--- config.mk ---
export PLATFORM = sky130hd
export DESIGN_NAME = mem_stage_pipe
export DESIGN_NICKNAME = d
export VERILOG_FILES = /design/src/rtl/mem_stage_pipe.sv
export SDC_FILE = /design/constraint.sdc
export NUM_CORES = 2
export LEC_CHECK = 0
export CORE_ASPECT_RATIO = 2
export CORE_MARGIN = 4
export CORE_UTILIZATION = 45
export DETAILED_ROUTE_END_ITERATION = 16
export PLACE_DENSITY = 0.63
export RECOVER_POWER = 100
export SETUP_SLACK_MARGIN = 0.4
export SYNTH_ARGS = -nofsm -noshare
export SYNTH_HDL_FRONTEND = slang
export SYNTH_SLANG_ARGS = --single-unit
--- constraint.sdc ---
create_clock -name clock -period 2.8 [get_ports clock]
set_input_delay 0.42 -clock clock [delete_from_list [all_inputs] [get_ports clock]]
set_output_delay 0.42 -clock clock [all_outputs]
set_load 0.01 [all_outputs]
--- src/rtl/mem_stage_pipe.sv ---
// MEM stage between EX and WB: MEM/WB pipeline register, jump resolution and
// data-RAM access with WAIT_CYCLES wait states, stalling EX while an access is in flight.
module mem_stage_pipe #(
  parameter int unsigned DATA_W      = 8,
  parameter int unsigned ADDR_W      = 8,
  parameter int unsigned RD_W        = 2,
  parameter int unsigned WAIT_CYCLES = 1
) (
  input  logic              clock,
  input  logic              reset,
  input  logic              ex_valid,
  input  logic              wr,
  input  logic              wm,
  input  logic              rm,
  input  logic              neq,
  input  logic              j,
  input  logic              jc,
  input  logic              zero,
  input  logic [ADDR_W-1:0] pc,
  input  logic [DATA_W-1:0] reg_val,
  input  logic [DATA_W-1:0] ac_value,
  input  logic [RD_W-1:0]   rd_ex,
  output logic              stall,
  output logic              wb_valid,
  output logic              wb_wr,
  output logic              wb_rm,
  output logic [RD_W-1:0]   wb_rd,
  output logic [DATA_W-1:0] wb_ac,
  output logic [DATA_W-1:0] wb_data,
  output logic              branch_taken,
  output logic [ADDR_W-1:0] branch_target
);

  localparam int unsigned DEPTH = 1 << ADDR_W;
  localparam int unsigned CNT_W = (WAIT_CYCLES < 1) ? 1 : $clog2(WAIT_CYCLES + 1);

  typedef enum logic {IDLE, BUSY} state_t;

  state_t            state, state_nx;
  logic [CNT_W-1:0]  cnt, cnt_nx;
  logic              load;
  logic              mem_op;
  logic              taken;
  logic [ADDR_W-1:0] addr;
  logic [DATA_W-1:0] ram [DEPTH];

  assign mem_op = rm | wm;
  assign addr   = ac_value[ADDR_W-1:0];
  assign taken  = j | (jc & (neq ? ~zero : zero));

  // Next state, wait counter and MEM/WB load strobe
  always_comb begin
    state_nx = state;
    cnt_nx   = cnt;
    stall    = 1'b0;
    load     = 1'b0;
    case (state)
      IDLE: begin
        if (ex_valid) begin
          if (mem_op && (WAIT_CYCLES != 0)) begin
            state_nx = BUSY;
            cnt_nx   = CNT_W'(WAIT_CYCLES);
            stall    = 1'b1;
          end else begin
            load = 1'b1;
          end
        end
      end
      BUSY: begin
        stall  = 1'b1;
        cnt_nx = cnt - CNT_W'(1);
        if (cnt == CNT_W'(1)) begin
          load     = 1'b1;
          state_nx = IDLE;
          cnt_nx   = '0;
        end
      end
      default: state_nx = IDLE;
    endcase
  end

  always_ff @(posedge clock or posedge reset) begin
    if (reset) begin
      state         <= IDLE;
      cnt           <= '0;
      wb_valid      <= 1'b0;
      wb_wr         <= 1'b0;
      wb_rm         <= 1'b0;
      wb_rd         <= '0;
      wb_ac         <= '0;
      wb_data       <= '0;
      branch_taken  <= 1'b0;
      branch_target <= '0;
    end else begin
      state        <= state_nx;
      cnt          <= cnt_nx;
      wb_valid     <= load;
      branch_taken <= load & taken;
      if (load) begin
        wb_wr         <= wr;
        wb_rm         <= rm;
        wb_rd         <= rd_ex;
        wb_ac         <= ac_value;
        branch_target <= pc;
        // Read-before-write: the RAM update below lands after this sample
        if (rm) wb_data <= ram[addr];
      end
    end
  end

  // Data RAM is never cleared; a reset mid-access suppresses the write
  always_ff @(posedge clock) begin
    if (load && wm && !reset) ram[addr] <= reg_val;
  end

endmodule

==> impl_results.md <==
* Largest net degree at the start of global routing at 102
* Failing checks: max-capacitance violations, max-slew violations
* Worst Tran Pin Value at 2640 ps
* First-pass GRT wire length at 331,400 um
* Post-layout min period at 2658 ps
* Critical path class: reg2reg
* RSZ-0062 raised after global routing: yes
* Ys flop type: edfxtp_1
* Post-synthesis area per instance at 21.52 um2
* Sequential element share of the synthesized area at 0.7647
* Area after DPL at 0.09327 mm2
* Total wire length at 235,900 um
* Type of origin of the critical path: flop
* Critical Path AT at 3140 ps
* Final antenna-violating net count at 0
* Io pins at 67
* Wire length per cell at 33.54 um
* Area contributors post-synth: edfxtp_1 (75%), mux4_2 (14%), mux2i_1 (1.8%)
* Top-area cell type share of the netlist area at 0.7549
* Combinational power share at 0.077
* Cell count after placement at 6,699
* Reg2reg end: ram[14][0]
* Synth async-reset ratio at 0.01538
* Sequential cell area at 0.06230 mm2
* Die height at 609.7 um
* Net Sw Power at 14.07 mW
* RR Startpoint: state
* Crit path max-delay family: simple AND/OR/NAND/NOR gates
* CP Launch Point: state
* Slowest CP cell: dfrtp_1
* YS warnings at 0
* Utilization after layout at 0.5432
* Worst path most repeated cell: and3_4
* Clk pwr share at 0.382
* Sequential power share at 0.541
* CP Data Required Time at 3280 ps
* Power Internal at 49.88 mW
* Buf+Inv Stages, Crit Path at 3
* Setup TNS at 0 ps
* Commonest cells after routing, fill and taps aside: edfxtp_1 (2,048), mux4_2 (502), buf_4 (399), nor2_1 (217), buf_12 (190)
* Max VDD drop at 0.0005668 V
* Nets at 4,604
* CP endpoint kind: flop
* Reg2Reg Setup Slack at 140 ps
* Worst-path clk slew at 70 ps
* Yosys cell types at 67
* DP HPWL at 163,600 um
* Fmax at 0.3762 GHz
* Mapped Nets at 3,822
* Crit path to: ram[14][0]
* Post-route clock period utilization at 0.9493
* DR pass1 iterations at 5
* Clk sinks at 2,080
* Total track usage at 0.2497
* Die W at 308.9 um
* Max Slew Vio Count at 537
* Clock tree buffer depth at 4
* Std-Cell Rows at 220
* Fill cell count at 13,690
* Total CTS buffers at 179
* Finished Cell Area at 0.09764 mm2
* Slowest stage delay, CP at 430 ps
* Core Box Area at 0.1797 mm2
* Min-Delay Path Class: in2reg
* Antenna violations before repair at 9
* Starting Density at 0.4532
* Skew final at 55.73 ps
* Hold Fails Final Rpt at 0
* Max cap viols at 9
* # port buffers at 66
* Worst Hold Slack at 123.4 ps
* Leak Pwr at 31.66 nW
* Relative slew slack at -0.7600
* Hold Crit Depth at 4
* Post-Syn Instances at 3,786
* GP Congestion at 0.8682
* Crit path depth at 8
* Vias at 42,280
* Vias/cell at 6.011
* Die area at 0.1883 mm2
* DRC Markers at 0
* Finished Layout Cells at 7,033
* Register bit total from synthesis at 2,080
* Status: finished, violations left
* CTS tree: built
* Number of flops mapped to enable cells by yosys at 2,048
* CTS H-tree lvls at 4
* Setup Viol. Count Final at 0
* Area occupied by multi-input gates at 0.01834 mm2
* Vias in the first global route at 44,210
* CTS root buffer: clkbuf_16
* Area Overhead vs Synth at 19.85%
* Drt initial violations at 4,685
* Clock latency on the worst-skew pair at 820 ps
* CP max FO at 9
* Total grt overflow at 0
* Most common cell after layout, fill and taps aside: edfxtp_1
* Post-Syn Area at 0.08147 mm2
* Share of layout cells above drive strength 1 at 0.3413
* FF-to-FF path depth at 8
* Power Density at 654.9 mW/mm2
* Switching part of the total at 0.2200
* Worst path cell trace: o41ai_4 -> clkbuf_1 -> and3_4 -> and3_4 -> nand2_4 -> clkbuf_4 -> nor2_1 -> buf_6
* Post-synth top area cell: edfxtp_1
-- per-layer routing --
layer  vias to the layer above  routed length (um)  track usage  part of all wire
li1                      17360                   -            -                 -
met3                       556               13900      0.03414             0.059
met5                         -                  28            0           0.00012
met4                         4               18160       0.1443             0.077
met1                     22550               75160       0.2663              0.32
met2                      1806              128600       0.4678              0.55
-- cell usage after synthesis (20+ instances only) --
master	count
edfxtp_1	2048
mux4_2	499
nor2_1	293
mux2i_1	148
nand2_1	142
clkbuf_1	74
buf_2	55
a22oi_1	42
buf_4	42
nand3_1	40
buf_6	36
dfrtp_1	32
mux4_1	28
o21ai_0	24
a31oi_1	23
a21oi_1	21
nor3_1	20
-- sequential cells by signal, indices dropped and copies added, names as in the netlist --
name and flops:
branch_taken 1, branch_target 8, cnt 1, ram 2048, state 1, wb_ac 8, wb_data 8, wb_rd 2
wb_rm 1, wb_valid 1, wb_wr 1
-- worst min path at each step --
| stage | start | to | slack (ps) |
|---|---|---|---|
| after floorplan | reset | branch_taken | 360 |
| after global placement | branch_target[5] | branch_target[5] | 450 |
| after detailed placement | wb_rd[0] | wb_rd[0] | 460 |
| after CTS | ac_value[6] | wb_ac[6] | 70 |
| after global routing | ac_value[6] | wb_ac[6] | 110 |
| final | ac_value[6] | wb_ac[6] | 120 |
-- layout make-up --
| cell class | instances | share of cell area |
|---|---|---|
| antenna | 2 | 0.00005126 |
| clock buffer | 214 | 0.04831 |
| clock inverter | 99 | 0.009162 |
| inverter | 11 | 0.0005126 |
| multi-input combinational | 1464 | 0.1878 |
| sequential | 2080 | 0.6381 |
| tap | 2331 | 0.02987 |
| timing repair buffer | 832 | 0.08625 |
-- cell families after synthesis --
family                    Yosys count  synth area share
AOI/OAI and AO/OA                 227           0.02012
xor gates and xnor gates            1         0.0001075
buffers and inverters             242           0.02029
DFF                              2080            0.7647
muxes                             682            0.1661
and+or+nand+nor                   554           0.02863
-- power groups by stage --
stage | clock network, mW | logic [mW] | registers (mW)
floorplan | 0 | 2.21 | 35.3
global placement | 0 | 4.97 | 35.3
detailed placement | 0 | 5.03 | 35.3
CTS | 24.8 | 5.11 | 34.6
global route | 26.0 | 5.20 | 34.6
finish | 24.4 | 4.95 | 34.6
-- timing repair --
action                     CTS  global route
pin swaps                    6             5
resized for setup           39            70
setup endpoints to repair  636           790
setup buffers                6             8
hold buffers                 0             0
cloned                       1             4
-- through the flow --
| stage | total power, mW | setup slack [ps] |
|---|---|---|
| after floorplan | 37.52 | 172.0 |
| after global placement | 40.22 | -944.6 |
| after detailed placement | 40.29 | -947.1 |
| after CTS | 64.47 | 294.8 |
| after global routing | 65.81 | 122.8 |
| final | 63.95 | 142.1 |
-- worst min-delay path, stage by stage --
cell,delay [ps]
buf_2,140
buf_12,180
nand2_1,90
nand2_1,50
Power figures use the tool's default switching activity.
